==> src/rtl/fft_arb_pkg.sv <==
// Shared constants for the FFT frame arbiter.
// State encoding, tag width and error bit positions.
package fft_arb_pkg;

  localparam logic [1:0] ST_IDLE  = 2'd0;
  localparam logic [1:0] ST_BUSY0 = 2'd1;
  localparam logic [1:0] ST_BUSY1 = 2'd2;

  localparam int TAG_W = 1;

  localparam int ERR_S0    = 0;
  localparam int ERR_S1    = 1;
  localparam int ERR_NOTAG = 2;

  function automatic logic [1:0] grant_of(logic [1:0] st);
    return {st == ST_BUSY1, st == ST_BUSY0};
  endfunction

endpackage

==> src/rtl/fft_arb_st_if.sv <==
// Avalon-ST frame bundle used on every arbiter side.
// Width is set per instance (requester vs FFT output).
interface fft_arb_st_if #(
  parameter int W = 16
);

  logic         valid;
  logic         sop;
  logic         eop;
  logic         ready;
  logic [W-1:0] re;
  logic [W-1:0] im;

  modport master (
    output valid, sop, eop, re, im,
    input  ready
  );

  modport slave (
    input  valid, sop, eop, re, im,
    output ready
  );

endinterface

==> src/rtl/fft_arb_tag_fifo.sv <==
// In-order owner tags for frames inside the FFT.
// Head names the consumer of the oldest frame.
module fft_arb_tag_fifo
  import fft_arb_pkg::*;
#(
  parameter int DEPTH = 4
) (
  input  logic             clk,
  input  logic             rst,
  input  logic             push,
  input  logic [TAG_W-1:0] push_tag,
  input  logic             pop,
  output logic [TAG_W-1:0] head,
  output logic             full,
  output logic             empty
);

  localparam int AW = $clog2(DEPTH);
  localparam logic [AW:0] FULL_CNT = (AW+1)'(DEPTH);

  logic [TAG_W-1:0] mem_q [DEPTH];
  logic [TAG_W-1:0] mem_d [DEPTH];
  logic [AW-1:0]    wr_q, wr_d;
  logic [AW-1:0]    rd_q, rd_d;
  logic [AW:0]      cnt_q, cnt_d;
  logic             do_push, do_pop;

  assign full  = (cnt_q == FULL_CNT);
  assign empty = (cnt_q == '0);
  assign head  = mem_q[rd_q];

  // Next pointers, count and storage; push+pop keeps occupancy.
  always_comb begin
    do_push = push & ~full;
    do_pop  = pop & ~empty;
    mem_d   = mem_q;
    wr_d    = wr_q;
    rd_d    = rd_q;
    cnt_d   = cnt_q;
    if (do_push) begin
      mem_d[wr_q] = push_tag;
      wr_d        = wr_q + 1'b1;
    end
    if (do_pop) begin
      rd_d = rd_q + 1'b1;
    end
    unique case ({do_push, do_pop})
      2'b10:   cnt_d = cnt_q + 1'b1;
      2'b01:   cnt_d = cnt_q - 1'b1;
      default: cnt_d = cnt_q;
    endcase
  end

  // Register FIFO state; reset empties it.
  always_ff @(posedge clk or posedge rst) begin
    if (rst) begin
      for (int i = 0; i < DEPTH; i++) mem_q[i] <= '0;
      wr_q  <= '0;
      rd_q  <= '0;
      cnt_q <= '0;
    end else begin
      mem_q <= mem_d;
      wr_q  <= wr_d;
      rd_q  <= rd_d;
      cnt_q <= cnt_d;
    end
  end

endmodule

==> src/rtl/fft_frame_arbiter.sv <==
// Frame-granular sharing of one FFT core by two producers.
// Output frames return to their issuer via the tag FIFO.
module fft_frame_arbiter
  import fft_arb_pkg::*;
#(
  parameter int wData     = 16,
  parameter int wFft      = 28,
  parameter int wPts      = 12,
  parameter int TAG_DEPTH = 4
) (
  input  logic            clk,
  input  logic            rst,
  fft_arb_st_if.slave     s0,
  fft_arb_st_if.slave     s1,
  input  logic [wPts-1:0] s0_fftpts,
  input  logic [wPts-1:0] s1_fftpts,
  input  logic            s0_inverse,
  input  logic            s1_inverse,
  fft_arb_st_if.master    f_sink,
  output logic [wPts-1:0] f_fftpts,
  output logic            f_inverse,
  fft_arb_st_if.slave     f_src,
  fft_arb_st_if.master    d0,
  fft_arb_st_if.master    d1,
  output logic [1:0]      grant,
  output logic [2:0]      err
);

  logic [1:0]      state_q, state_d;
  logic            rr_q, rr_d;
  logic [wPts-1:0] pts_q, pts_d;
  logic            inv_q, inv_d;
  logic [2:0]      err_q, err_d;

  logic             q0, q1, win;
  logic             push, pop, drop;
  logic [TAG_W-1:0] push_tag, tag_head;
  logic             tag_full, tag_empty;

  fft_arb_tag_fifo #(.DEPTH(TAG_DEPTH)) u_tags (
    .clk      (clk),
    .rst      (rst),
    .push     (push),
    .push_tag (push_tag),
    .pop      (pop),
    .head     (tag_head),
    .full     (tag_full),
    .empty    (tag_empty)
  );

  assign q0  = s0.valid & s0.sop & ~tag_full;
  assign q1  = s1.valid & s1.sop & ~tag_full;
  // rr_q names the requester that wins a tie.
  assign win = (q0 & q1) ? rr_q : q1;

  assign grant     = grant_of(state_q);
  assign f_fftpts  = pts_q;
  assign f_inverse = inv_q;
  assign err       = err_q;

  // Grant FSM and forward mux onto the FFT sink.
  always_comb begin
    state_d      = state_q;
    rr_d         = rr_q;
    pts_d        = pts_q;
    inv_d        = inv_q;
    err_d        = err_q;
    push         = 1'b0;
    push_tag     = '0;
    s0.ready     = 1'b0;
    s1.ready     = 1'b0;
    f_sink.valid = 1'b0;
    f_sink.sop   = 1'b0;
    f_sink.eop   = 1'b0;
    f_sink.re    = {wData{1'b0}};
    f_sink.im    = {wData{1'b0}};
    err_d[ERR_NOTAG] = err_q[ERR_NOTAG] | drop;
    unique case (state_q)
      ST_IDLE: begin
        // Stray mid-frame beats are flushed; sop beats wait.
        s0.ready = s0.valid & ~s0.sop;
        s1.ready = s1.valid & ~s1.sop;
        err_d[ERR_S0] = err_q[ERR_S0] | s0.ready;
        err_d[ERR_S1] = err_q[ERR_S1] | s1.ready;
        if (q0 | q1) begin
          state_d  = win ? ST_BUSY1 : ST_BUSY0;
          push     = 1'b1;
          push_tag = win;
          rr_d     = ~win;
          pts_d    = win ? s1_fftpts : s0_fftpts;
          inv_d    = win ? s1_inverse : s0_inverse;
        end
      end
      ST_BUSY0: begin
        f_sink.valid = s0.valid;
        f_sink.sop   = s0.sop;
        f_sink.eop   = s0.eop;
        f_sink.re    = s0.re;
        f_sink.im    = s0.im;
        s0.ready     = f_sink.ready;
        if (s0.valid & f_sink.ready & s0.eop) state_d = ST_IDLE;
      end
      ST_BUSY1: begin
        f_sink.valid = s1.valid;
        f_sink.sop   = s1.sop;
        f_sink.eop   = s1.eop;
        f_sink.re    = s1.re;
        f_sink.im    = s1.im;
        s1.ready     = f_sink.ready;
        if (s1.valid & f_sink.ready & s1.eop) state_d = ST_IDLE;
      end
      default: state_d = ST_IDLE;
    endcase
  end

  // Return mux: the oldest tag picks the consumer.
  always_comb begin
    d0.valid    = 1'b0;
    d0.sop      = 1'b0;
    d0.eop      = 1'b0;
    d0.re       = {wFft{1'b0}};
    d0.im       = {wFft{1'b0}};
    d1.valid    = 1'b0;
    d1.sop      = 1'b0;
    d1.eop      = 1'b0;
    d1.re       = {wFft{1'b0}};
    d1.im       = {wFft{1'b0}};
    f_src.ready = 1'b1;
    drop        = 1'b0;
    unique case (1'b1)
      tag_empty: drop = f_src.valid;
      (~tag_empty & (tag_head == 1'b0)): begin
        d0.valid    = f_src.valid;
        d0.sop      = f_src.sop;
        d0.eop      = f_src.eop;
        d0.re       = f_src.re;
        d0.im       = f_src.im;
        f_src.ready = d0.ready;
      end
      (~tag_empty & (tag_head == 1'b1)): begin
        d1.valid    = f_src.valid;
        d1.sop      = f_src.sop;
        d1.eop      = f_src.eop;
        d1.re       = f_src.re;
        d1.im       = f_src.im;
        f_src.ready = d1.ready;
      end
    endcase
    pop = ~tag_empty & f_src.valid & f_src.ready & f_src.eop;
  end

  // Arbiter registers; reset aborts any frame.
  always_ff @(posedge clk or posedge rst) begin
    if (rst) begin
      state_q <= ST_IDLE;
      rr_q    <= 1'b0;
      pts_q   <= '0;
      inv_q   <= 1'b0;
      err_q   <= '0;
    end else begin
      state_q <= state_d;
      rr_q    <= rr_d;
      pts_q   <= pts_d;
      inv_q   <= inv_d;
      err_q   <= err_d;
    end
  end

endmodule

==> src/flat_wrapper.sv <==
// flat-port wrapper written by rule: the top's interface ports become plain ports
module fft_frame_arbiter_flat import fft_arb_pkg::*;
#(
  parameter int wData     = 16,
  parameter int wFft      = 28,
  parameter int wPts      = 12,
  parameter int TAG_DEPTH = 4
)
  (clk, rst, s0_fftpts, s1_fftpts, s0_inverse, s1_inverse, f_fftpts, f_inverse, grant, err, s0_valid, s0_sop, s0_eop, s0_re, s0_im, s0_ready, s1_valid, s1_sop, s1_eop, s1_re, s1_im, s1_ready, f_sink_valid, f_sink_sop, f_sink_eop, f_sink_re, f_sink_im, f_sink_ready, f_src_valid, f_src_sop, f_src_eop, f_src_re, f_src_im, f_src_ready, d0_valid, d0_sop, d0_eop, d0_re, d0_im, d0_ready, d1_valid, d1_sop, d1_eop, d1_re, d1_im, d1_ready);
  fft_arb_st_if #(.W((16))) s0_i ();
  fft_arb_st_if #(.W((16))) s1_i ();
  fft_arb_st_if #(.W((16))) f_sink_i ();
  fft_arb_st_if #(.W((28))) f_src_i ();
  fft_arb_st_if #(.W((28))) d0_i ();
  fft_arb_st_if #(.W((28))) d1_i ();
  input  logic clk;
  input  logic rst;
  input  logic [wPts-1:0] s0_fftpts;
  input  logic [wPts-1:0] s1_fftpts;
  input  logic s0_inverse;
  input  logic s1_inverse;
  output logic [wPts-1:0] f_fftpts;
  output logic f_inverse;
  output logic [1:0] grant;
  output logic [2:0] err;
  input wire logic [$bits(s0_i.valid)-1:0] s0_valid;
  input wire logic [$bits(s0_i.sop)-1:0] s0_sop;
  input wire logic [$bits(s0_i.eop)-1:0] s0_eop;
  input wire logic [$bits(s0_i.re)-1:0] s0_re;
  input wire logic [$bits(s0_i.im)-1:0] s0_im;
  output wire logic [$bits(s0_i.ready)-1:0] s0_ready;
  input wire logic [$bits(s1_i.valid)-1:0] s1_valid;
  input wire logic [$bits(s1_i.sop)-1:0] s1_sop;
  input wire logic [$bits(s1_i.eop)-1:0] s1_eop;
  input wire logic [$bits(s1_i.re)-1:0] s1_re;
  input wire logic [$bits(s1_i.im)-1:0] s1_im;
  output wire logic [$bits(s1_i.ready)-1:0] s1_ready;
  output wire logic [$bits(f_sink_i.valid)-1:0] f_sink_valid;
  output wire logic [$bits(f_sink_i.sop)-1:0] f_sink_sop;
  output wire logic [$bits(f_sink_i.eop)-1:0] f_sink_eop;
  output wire logic [$bits(f_sink_i.re)-1:0] f_sink_re;
  output wire logic [$bits(f_sink_i.im)-1:0] f_sink_im;
  input wire logic [$bits(f_sink_i.ready)-1:0] f_sink_ready;
  input wire logic [$bits(f_src_i.valid)-1:0] f_src_valid;
  input wire logic [$bits(f_src_i.sop)-1:0] f_src_sop;
  input wire logic [$bits(f_src_i.eop)-1:0] f_src_eop;
  input wire logic [$bits(f_src_i.re)-1:0] f_src_re;
  input wire logic [$bits(f_src_i.im)-1:0] f_src_im;
  output wire logic [$bits(f_src_i.ready)-1:0] f_src_ready;
  output wire logic [$bits(d0_i.valid)-1:0] d0_valid;
  output wire logic [$bits(d0_i.sop)-1:0] d0_sop;
  output wire logic [$bits(d0_i.eop)-1:0] d0_eop;
  output wire logic [$bits(d0_i.re)-1:0] d0_re;
  output wire logic [$bits(d0_i.im)-1:0] d0_im;
  input wire logic [$bits(d0_i.ready)-1:0] d0_ready;
  output wire logic [$bits(d1_i.valid)-1:0] d1_valid;
  output wire logic [$bits(d1_i.sop)-1:0] d1_sop;
  output wire logic [$bits(d1_i.eop)-1:0] d1_eop;
  output wire logic [$bits(d1_i.re)-1:0] d1_re;
  output wire logic [$bits(d1_i.im)-1:0] d1_im;
  input wire logic [$bits(d1_i.ready)-1:0] d1_ready;
  assign s0_i.valid = s0_valid;
  assign s0_i.sop = s0_sop;
  assign s0_i.eop = s0_eop;
  assign s0_i.re = s0_re;
  assign s0_i.im = s0_im;
  assign s0_ready = s0_i.ready;
  assign s1_i.valid = s1_valid;
  assign s1_i.sop = s1_sop;
  assign s1_i.eop = s1_eop;
  assign s1_i.re = s1_re;
  assign s1_i.im = s1_im;
  assign s1_ready = s1_i.ready;
  assign f_sink_valid = f_sink_i.valid;
  assign f_sink_sop = f_sink_i.sop;
  assign f_sink_eop = f_sink_i.eop;
  assign f_sink_re = f_sink_i.re;
  assign f_sink_im = f_sink_i.im;
  assign f_sink_i.ready = f_sink_ready;
  assign f_src_i.valid = f_src_valid;
  assign f_src_i.sop = f_src_sop;
  assign f_src_i.eop = f_src_eop;
  assign f_src_i.re = f_src_re;
  assign f_src_i.im = f_src_im;
  assign f_src_ready = f_src_i.ready;
  assign d0_valid = d0_i.valid;
  assign d0_sop = d0_i.sop;
  assign d0_eop = d0_i.eop;
  assign d0_re = d0_i.re;
  assign d0_im = d0_i.im;
  assign d0_i.ready = d0_ready;
  assign d1_valid = d1_i.valid;
  assign d1_sop = d1_i.sop;
  assign d1_eop = d1_i.eop;
  assign d1_re = d1_i.re;
  assign d1_im = d1_i.im;
  assign d1_i.ready = d1_ready;
  fft_frame_arbiter #(.wData(wData), .wFft(wFft), .wPts(wPts), .TAG_DEPTH(TAG_DEPTH)) u_core (.clk(clk), .rst(rst), .s0(s0_i), .s1(s1_i), .s0_fftpts(s0_fftpts), .s1_fftpts(s1_fftpts), .s0_inverse(s0_inverse), .s1_inverse(s1_inverse), .f_sink(f_sink_i), .f_fftpts(f_fftpts), .f_inverse(f_inverse), .f_src(f_src_i), .d0(d0_i), .d1(d1_i), .grant(grant), .err(err));
endmodule
==> config.mk <==
export PLATFORM = sky130hd
export DESIGN_NAME = fft_frame_arbiter_flat
export DESIGN_NICKNAME = d
export VERILOG_FILES = /design/src/rtl/fft_arb_pkg.sv /design/src/rtl/fft_arb_st_if.sv /design/src/rtl/fft_arb_tag_fifo.sv /design/src/rtl/fft_frame_arbiter.sv /design/src/flat_wrapper.sv
export SDC_FILE = /design/constraint.sdc
export NUM_CORES = 1
export LEC_CHECK = 0
export BUFFER_PORTS_ARGS = -buffer_cell sky130_fd_sc_hd__buf_2
export CORE_AREA = 2 2 131 133
export CTS_CLUSTER_DIAMETER = 120
export CTS_CLUSTER_SIZE = 30
export DETAILED_ROUTE_END_ITERATION = 7
export DIE_AREA = 0 0 133 135
export PLACE_DENSITY_LB_ADDON = 0.08
export SYNTH_ARGS = -nofsm -noshare
export SYNTH_HDL_FRONTEND = slang
export SYNTH_SLANG_ARGS = --single-unit
export TNS_END_PERCENT = 5
==> constraint.sdc <==
create_clock -name clk -period 2.4 [get_ports clk]
set_input_delay 0.72 -clock clk [delete_from_list [all_inputs] [get_ports clk]]
set_output_delay 0.72 -clock clk [all_outputs]
set_load 0.005 [all_outputs]
; ---- Word level (Yosys, flattened, before mapping)
; Index checks and enable logic that the tools add are counted.
[totals]
ff_bits = 30
inputBits = 160
[classes]
addsub = 4
magnitude_cmp = 3
n_eq_ne = 8
muxes = 38
bitwise = 30
reduce_logical = 6
[op_table]
columns = operator, n
row1 = two-way mux 28 bit, 4
row2 = case mux 16 bit (2 select lines), 2
row3 = AND 1 bit, 18
row4 = two-way mux 1 bit, 16
row5 = two-way mux 12 bit, 1
row6 = case mux 1 bit (2 select lines), 6
row7 = two-way mux 2 bit, 4
row8 = ">= comparator 3 bit, second input constant", 2
row9 = "inequality test 2 x 1 -> 1 bit, second input constant", 3
row10 = inverter 1 bit, 6
row11 = inverter 2 -> 3 bit, 2
row12 = case mux 2 bit (3 select lines), 1
row13 = case mux 3 bit (2 select lines), 1
row14 = "adder 2 x 1 -> 2 bit, second input constant", 2
row15 = bitwise mux 4 bit, 1
row16 = "equality test 2 x 1 -> 1 bit, second input constant", 2
row17 = "equality test 2 bit, second input constant", 2
row18 = bitwise OR 1 bit, 4
row19 = "adder 3 x 1 -> 3 bit, second input constant", 1
row20 = "equality test 3 bit, second input constant", 1
row21 = logical NOT 3 bit, 1
row22 = "< comparator 3 x 1 -> 1 bit, second input constant", 1
row23 = AND reduction 3 bit, 1
row24 = "subtractor 3 x 1 -> 3 bit, second input constant", 1
row25 = other kinds (6), 6

; ---- Depth between registers and ports, before layout
; Gate-level depths: netlist of run 1.
[depth]
depth_word = 12
mapped_depth = 12
ltp_nobuf = 11

; ---- Cells and area by module
; From an unflattened synthesis of run 1, not the netlist that was laid out.
[hier_totals]
hier_cells = 366
area_unflattened_um2 = 2970.3
[modules_own_cells]
columns = mod, n_inst, cells_each, area_each_um2
row1 = fft_frame_arbiter, 1, 311, 2361.0
row2 = fft_arb_tag_fifo, 1, 55, 609.3

; ---- Least setup slack after synthesis of run 1
; Ideal clock, no wire load.
[synth_path]
path_kind = register -> register
startpoint = reg u_core.u_tags.rd_q[1]
endpoint = reg u_core.u_tags.cnt_q[2]
setup_time_ps = 79
arrival_ps = 2254
setup_slack_ps = 67
path_stages_with_launch = 12
n_path_buf = 1
period_less_slack_ps = 2333
path_cell_list = dfrtp_1 -> mux2i_1 -> mux2i_4 -> buf_2 -> mux2i_1 -> nor2_1 -> ha_1 -> inv_1 -> fa_1 -> xor2_1 -> nor2_1 -> xor2_1
[synth_via]
elab_chain_cells = 12
[synth_rtl]
columns = item, line
row1 = start: declaration, fft_arb_tag_fifo.sv:24  ; logic [AW-1:0] rd_q, rd_d;
row2 = start signal: assignment, fft_arb_tag_fifo.sv:64  ; rd_q <= rd_d;
row3 = inverter 2 -> 3 bit (implied by the code) *, fft_arb_tag_fifo.sv:30  ; assign head = mem_q[rd_q];
row4 = binary-select mux 1 bit (select 2 bit) *, fft_arb_tag_fifo.sv:30
row5 = two-way mux 1 bit (implied by the code) * (2 in series), fft_arb_tag_fifo.sv:30
row6 = inverter 1 bit, fft_frame_arbiter.sv:132  ; (~tag_empty & (tag_head == 1'b0)): begin
row7 = AND 1 bit, fft_frame_arbiter.sv:132
row8 = case mux 1 bit (2 select lines) *, fft_frame_arbiter.sv:130  ; unique case (1'b1)
row9 = AND 1 bit * (2 in series), fft_frame_arbiter.sv:149  ; pop = ~tag_empty & f_src.valid & f_src.ready & f_src.eop;
row10 = AND 1 bit *, fft_arb_tag_fifo.sv:35  ; do_pop = pop & ~empty;
row11 = named net u_core.u_tags.do_pop, fft_arb_tag_fifo.sv:26  ; logic do_push, do_pop;
row12 = equality test 2 x 1 -> 1 bit or equality test 2 bit (tied branches), fft_arb_tag_fifo.sv:47  ; unique case ({do_push, do_pop})
row13 = case mux 3 bit (2 select lines) or nonzero test 2 bit (tied branches), --
row14 = end signal: assignment, fft_arb_tag_fifo.sv:65  ; cnt_q <= cnt_d;
row15 = end: declaration, fft_arb_tag_fifo.sv:25  ; logic [AW:0] cnt_q, cnt_d;
; The timed path passes the listed nets; every way through them passes the cells marked *. The select of a mux whose other input is x is not followed.
; A chain may end at the register's enable or synchronous reset.

; ---- Worst setup path in the final report of run 1
[layout_path]
startpoint = reg u_core.u_tags.rd_q[1]
endpoint = out d1_re[10]
[layout_via]
elab_chain_cells = 6
[layout_rtl]
columns = item, line
row1 = inverter 2 -> 3 bit (implied by the code), fft_arb_tag_fifo.sv:30
row2 = binary-select mux 1 bit (select 2 bit), fft_arb_tag_fifo.sv:30
row3 = two-way mux 1 bit (implied by the code) (2 in series), fft_arb_tag_fifo.sv:30
row4 = AND 1 bit, fft_frame_arbiter.sv:140  ; (~tag_empty & (tag_head == 1'b1)): begin
row5 = two-way mux 28 bit, fft_frame_arbiter.sv:130
row6 = end: declaration, flat_wrapper.sv:59  ; output wire logic [$bits(d1_i.re)-1:0] d1_re;
; No other way between the ends. The select of a mux whose other input is x is not followed.

==> flow_metrics.tcl, run 1 <==
set metrics [dict create \
    status "complete, but fails checks" \
    failed_checks "negative setup slack" \
    drt-wirelength-per-cell_um 14.7 \
    initial_core_util 0.180 \
    synth_area_leaders "sky130_fd_sc_hd__dfrtp_1 25%, sky130_fd_sc_hd__and2_1 12%, sky130_fd_sc_hd__and3_1 12%" \
    hpwlAfterDp_um 11000 \
    total_number_of_yosys_warnings 0 \
    worst_setup_path_start_kind "flip-flop" \
    cp-end-kind "output port" \
    final_net_count 877 \
    place_inst 917 \
    clock_power_share 0.110 \
    drtIter0Drc 111 \
    layout_min_cycle_time_ns 2.52 \
    avgSynthCellArea_sq_um 7.75 \
    max_slew_headroom 0.729 \
    synthArstFlopShare 1.00 \
    number_of_buffers_created_by_cts 5 \
    post-route-drc-count 0 \
    syn_nets 551 \
    setup_viol_count_final 119 \
    leakagePower_nw 3.02 \
    totalWireLength_um 13700 \
    number_of_standard_cell_rows_in_the_floorplan 47 \
    finalCritPeriodShare 1.05 \
    route.vias.total 3901 \
    synthTopCellsByCount "59 x sky130_fd_sc_hd__and2_1, 59 x sky130_fd_sc_hd__and3_1, 39 x sky130_fd_sc_hd__nand2_1" \
    clk_root_buffer_cell "sky130_fd_sc_hd__clkbuf_16" \
    cp_slowest_stage_delay_ns 0.45 \
    number_of_global_route_vias_before_repair 3799 \
    grt_max_degree 60 \
    final_antenna_net_count 0 \
    total_global_route_track_usage 0.137 \
    fmax_mhz 396 \
    cts_num_sinks 30 \
    synth_cells 382 \
    area_delta_synth_final_pct 75.0 \
    finalNonFillerCells 931 \
    yosysTopAreaCell "sky130_fd_sc_hd__dfrtp_1" \
    cts_hold_buffers 0 \
    critical_path_class "reg -> out" \
    power_frac_seq 0.163 \
    placeableCoreArea_sq_um 16400 \
    finalWeightedCongestion 0.892 \
    crit_chain "mux2i_4, mux2i_4, buf_12, and3_1, buf_2" \
    place.port_buffers 333 \
    viasPerCell 4.19 \
    post_synth_instance_area_sq_um 2960 \
    worstHoldPathType "reg -> reg" \
    grt_pass1_wl_um 19900 \
    io_pins 334 \
    yosys_register_bits 30 \
    critPathRequiredTime_ns 1.68 \
    drive_gt1_frac 0.533 \
    p_sw_mw 2.43 \
    clk-insertion-delay-late_ns 0.27 \
    crit_path_frequent_cell "sky130_fd_sc_hd__mux2i_4" \
    max-cap-violations 0 \
    hold_violations 0 \
    floorplan.die.height_um 135 \
    synth-edff-count 0 \
    worstPathArrival_ns 1.80 \
    worst_setup_hold_path_clk_slew_ns 0.05 \
    critical_path.slowest_cell "sky130_fd_sc_hd__dfrtp_2" \
    cts_max_path_bufs 2 \
    final_critical_path_setup_slack_ns -0.124 \
    swShare 0.428 \
    synthFlopType "sky130_fd_sc_hd__dfrtp_1" \
    internal_power_mw 3.25 \
    yosys.cell_types.count 38 \
    power.density_cell_area_nw_per_um2 1100 \
    floorplan.die_area_sq_um 18000 \
    p_comb_frac 0.727 \
    largest_voltage_drop_on_the_vdd_net_v 0.000421 \
    netlist.area_leader.share 0.254 \
    report.final.slew_viol_count 0 \
    first_pass_iters 4 \
    clock_tree.htree_level_count 2 \
    grt_overflow_total 0 \
    synth.yosys.seq_area_share 0.254 \
    filler_instances 1811 \
    crit_path_max_fanout 59 \
    unrepaired_setup_endpoints_after_global_routing "yes" \
    actual_slew_at_the_worst_max_slew_pin_ns 0.406 \
    dieWidth_um 133 \
    setup_total_negative_slack_ns -9.91 \
    timing.clock.skew_ns 0.00655 \
    fin_worst_hold_slack_ns 0.450 \
    antenna_found_initial 2 \
    tritoncts "built" \
]
[stage by stage]
step / instance area [sq um] / util / setup slack [ns] / total power, mW
2_1_floorplan: 2960 / - / 0.0667 / 3.19
3_3_place_gp: 4910 / 0.299 / 0.0636 / 4.90
3_5_place_dp: 4910 / 0.299 / 0.0287 / 4.88
4_1_cts: 5090 / 0.310 / -0.130 / 5.57
5_1_grt: 5180 / 0.316 / -0.208 / 6.24
6_report: 5180 / 0.316 / -0.124 / 5.68
[registers in the layout (all words and copies together), names as in the netlist]
register	count
u_core.rr_q	1
u_core.f_inverse	1
u_core.u_tags.wr_q	2
u_core.err	3
u_core.state_q	2
u_core.u_tags.cnt_q	3
u_core.f_fftpts	12
u_core.u_tags.rd_q	2
u_core.u_tags.mem_q	4
[layout make-up]
cell class                 instances  area, sq um  share of cell area
multi-input combinational        306         2050               0.397
timing repair buffer             354         1900               0.368
sequential                        30          752               0.145
tap                              220          275              0.0531
clock buffer                       7          143              0.0275
inverter                          11         41.3             0.00797
clock inverter                     1         5.00            0.000966
antenna                            2         5.00            0.000966
[critical path: cells and delay by family, from the launching register on]
kind | cells | cell delay [ns]
multiplexers | 2 | 0.48
flip-flops | 1 | 0.45
buffers and inverters | 2 | 0.37
AND/OR/NAND/NOR | 1 | 0.19
[routing by layer]
layer,vias up,wire length (um),GRT usage
met2,178,7080,0.252
li1,1960,-,-
met3,11,987,0.0293
met5,-,0,0
met4,0,181,0.0311
met1,1752,5400,0.162
[path summary, 6_finish.rpt]
check,start,end,slack [ns],cells after the start
min,u_core.err[2],u_core.err[2],0.45,1
min reg2reg,u_core.err[2],u_core.err[2],0.45,1
min in group asynchronous,rst,u_core.err[2],0.52,3
max in group asynchronous,rst,u_core.u_tags.rd_q[1],1.56,3
max reg2reg,u_core.u_tags.rd_q[1],u_core.u_tags.cnt_q[2],0.11,10
max,u_core.u_tags.rd_q[1],d1_re[10],-0.12,5
[cells in the final DEF (no fill, tap or decap), types with 3 or more instances in the layout]
cell type and instances:
sky130_fd_sc_hd__clkbuf_16 6, sky130_fd_sc_hd__a22oi_1 36, sky130_fd_sc_hd__a31oi_1 13, sky130_fd_sc_hd__ha_1 7, sky130_fd_sc_hd__buf_12 4, sky130_fd_sc_hd__xor2_1 3, sky130_fd_sc_hd__and3_1 58, sky130_fd_sc_hd__mux2i_4 3
sky130_fd_sc_hd__buf_2 331, sky130_fd_sc_hd__dfrtp_1 29, sky130_fd_sc_hd__inv_1 10, sky130_fd_sc_hd__buf_4 16, sky130_fd_sc_hd__nor2b_1 35, sky130_fd_sc_hd__nor2_1 16, sky130_fd_sc_hd__nand3_1 3, sky130_fd_sc_hd__mux2i_1 4
sky130_fd_sc_hd__and2_1 59, sky130_fd_sc_hd__o21ai_0 3, sky130_fd_sc_hd__mux2_1 4, sky130_fd_sc_hd__nand2_1 38
[cell families (layout without fill, tap and decap cells)]
family,count (synthesis),in the layout,synth area share
flops,30,30,0.254
buf+inv,46,373,0.0672
compound gates,59,59,0.148
fa+ha+maj,9,9,0.0406
other cells,0,2,0
simple gates,220,220,0.426
mux,13,13,0.0503
xor+xnor,5,5,0.0148
[power by group through the flow]
| stage | Combinational, mW | Sequential (mW) | Clock (mW) |
|---|---|---|---|
| detailed placement | 3.97 | 0.905 | 0 |
| global route | 4.60 | 0.963 | 0.674 |
| global placement | 3.99 | 0.916 | 0 |
| CTS | 4.01 | 0.914 | 0.649 |
| finish | 4.13 | 0.925 | 0.622 |
| floorplan | 2.30 | 0.889 | 0 |
[timing repair]
item                       4_1_cts  5_1_grt
buffers inserted                 2        1
pin swaps                       18        0
setup endpoints to repair      119      121
gates cloned                     0        1
resized for setup                5       12
No activity file was read; power rests on OpenSTA's default activity.
==> run 2: changes to the inputs <==
==> constraint.sdc (replaced) <==
create_clock -name clk -period 2.4 [get_ports clk]
set_input_delay 0.24 -clock clk [delete_from_list [all_inputs] [get_ports clk]]
set_output_delay 0.24 -clock clk [all_outputs]
set_load 0.005 [all_outputs]
==> flow_metrics.tcl, run 2 (synthesized netlist as in run 1, its figures left out) <==
set metrics [dict create \
    status "complete, no violations" \
    worstHoldPathType "in -> async" \
    cp_slowest_stage_delay_ns 0.42 \
    drive_gt1_frac 0.516 \
    grt_overflow_total 0 \
    power.density_cell_area_nw_per_um2 1070 \
    number_of_global_route_vias_before_repair 3794 \
    power_frac_seq 0.169 \
    placeableCoreArea_sq_um 16400 \
    drt-wirelength-per-cell_um 14.8 \
    area_delta_synth_final_pct 68.9 \
    clk-insertion-delay-late_ns 0.27 \
    clock_tree.htree_level_count 2 \
    flip_flop_count_of_the_largest_register_all_copies_and_words_added 12 \
    place.port_buffers 333 \
    timing.clock.skew_ns 0.00242 \
    max-cap-violations 0 \
    highest_count_cells_in_the_layout_ignoring_fill_and_taps "333 x sky130_fd_sc_hd__buf_2, 59 x sky130_fd_sc_hd__and3_1, 59 x sky130_fd_sc_hd__and2_1" \
    viasPerCell 4.21 \
    p_sw_mw 2.34 \
    grt-busiest-layer "met2" \
    worstPathArrival_ns 2.04 \
    cts_num_sinks 30 \
    actual_slew_at_the_worst_max_slew_pin_ns 0.483 \
    total_global_route_track_usage 0.140 \
    leakagePower_nw 2.95 \
    layout_min_cycle_time_ns 2.28 \
    swShare 0.437 \
    setup_viol_count_final 0 \
    max_slew_headroom 0.678 \
    crit-reg2reg-launch "u_core.u_tags.rd_q[1]" \
    antenna_found_initial 1 \
    floorplan.die.height_um 135 \
    fmax_mhz 438 \
    grt_pass1_wl_um 20500 \
    number_of_buffers_created_by_cts 5 \
    crit_chain "mux2i_1, buf_4, mux2i_4, buf_8, nor2_4, buf_12, and2_1, buf_2" \
    regToRegSetupSlack_ns 0.18 \
    number_of_standard_cell_rows_in_the_floorplan 47 \
    largest_voltage_drop_on_the_vdd_net_v 0.000370 \
    drtIter0Drc 101 \
    floorplan.die_area_sq_um 18000 \
    unrepaired_setup_endpoints_after_global_routing "yes" \
    p_comb_frac 0.719 \
    internal_power_mw 3.02 \
    grt_use_met3 0.0285 \
    critPathRequiredTime_ns 2.16 \
    clk_root_buffer_cell "sky130_fd_sc_hd__clkbuf_16" \
    first_pass_iters 4 \
    crit_path_max_fanout 60 \
    reg2reg_depth 11 \
    final_net_count 868 \
    global_route.usage.met2 0.267 \
    totalWireLength_um 13600 \
    timing.rr.end "u_core.u_tags.cnt_q[2]" \
    grt_max_degree 61 \
    final_antenna_net_count 0 \
    clock_power_share 0.112 \
    report.final.slew_viol_count 0 \
    setup_total_negative_slack_ns 0 \
    critical_path_class "reg -> out" \
    placed_cell_area_sq_um 4840 \
    mostFrequentLayoutCell "sky130_fd_sc_hd__buf_2" \
    grt.met1_usage 0.162 \
    worst_setup_hold_path_clk_slew_ns 0.05 \
    finalWeightedCongestion 0.896 \
    initial_core_util 0.180 \
    dieWidth_um 133 \
    final_design_area_no_fill_sq_um 5000 \
    critical_path.slowest_cell "sky130_fd_sc_hd__dfrtp_1" \
    finalCritPeriodShare 0.952 \
    tritoncts "built" \
    cp-end-kind "output port" \
    cts_max_path_bufs 2 \
    io_pins 334 \
    route.vias.total 3872 \
    worst_setup_path_start_kind "flip-flop" \
    hold_violations 0 \
    hpwlAfterDp_um 11000 \
    post-route-drc-count 0 \
    cts_hold_buffers 0 \
]
run 2: cell count changes in the layout (fill, tap and decap cells not counted), moves of 2 or more:
| cell | delta |
|---|---|
| sky130_fd_sc_hd__mux2i_1 | +2 |
| sky130_fd_sc_hd__buf_12 | -3 |
| sky130_fd_sc_hd__buf_2 | +2 |
| sky130_fd_sc_hd__buf_6 | -2 |
| sky130_fd_sc_hd__mux2i_4 | -2 |
| sky130_fd_sc_hd__buf_4 | -6 |
run 2: repair_timing:
action,4_1_cts,5_1_grt
resized for setup,1,3
buffers inserted,0,1
endpoints found under the setup margin,34,58
hold endpoints to repair,0,0
run 2: power groups by stage:
| stage | combinational, mW | sequential, mW | clock [mW] |
|---|---|---|---|
| global route | 4.32 | 0.953 | 0.650 |
| finish | 3.85 | 0.907 | 0.598 |
| CTS | 3.89 | 0.909 | 0.629 |
| global placement | 3.89 | 0.915 | 0 |
| detailed placement | 3.88 | 0.908 | 0 |
| floorplan | 2.30 | 0.889 | 0 |
run 2: through the flow:
| step | hold WS [ns] | cells | power, mW | setup slack (ns) | util |
|---|---|---|---|---|---|
| after global routing | 0.101 | 919 | 5.93 | 0.00168 | 0.305 |
| after floorplan | 0.331 | 382 | 3.19 | 0.0667 | - |
| after global placement | 0.354 | 911 | 4.80 | 0.213 | 0.295 |
| after detailed placement | 0.358 | 911 | 4.79 | 0.147 | 0.295 |
| final | 0.0499 | 919 | 5.36 | 0.116 | 0.305 |
| after CTS | 0.0699 | 917 | 5.42 | 0.0635 | 0.304 |
run 2: worst max path at each step:
stage,startpoint,to,slack [ns]
final,u_core.u_tags.rd_q[1],d0_valid,0.12
after global routing,u_core.u_tags.rd_q[1],d0_valid,0.002
after CTS,u_core.u_tags.rd_q[1],d0_valid,0.06
after detailed placement,u_core.u_tags.rd_q[1],u_core.u_tags.cnt_q[2],0.15
after global placement,u_core.u_tags.rd_q[1],u_core.u_tags.cnt_q[2],0.21
after floorplan,u_core.u_tags.rd_q[1],u_core.u_tags.cnt_q[2],0.07
run 2: final cells by class:
class,count,area (sq um)
Clock buffer,6,139
Sequential cell,30,751
Tap cell,220,275
Inverter,11,41.3
Antenna cell,1,2.50
Timing Repair Buffer,345,1780
Multi-Input combinational cell,306,2010
Fill cell,1810,11400
run 2: critical path: cells and delay by family (launching register included):
kind                   cells  cell delay [ns]
flip-flops                 1             0.42
buffers and inverters      4             0.78
multiplexers               2             0.32
AND/OR/NAND/NOR            2             0.25
run 2: metal layers:
metal  vias to the layer above  part of all wire
met5                         -                 0
met4                         0             0.014
met3                        12             0.067
met2                       169              0.53
met1                      1757              0.39
li1                       1934                 -
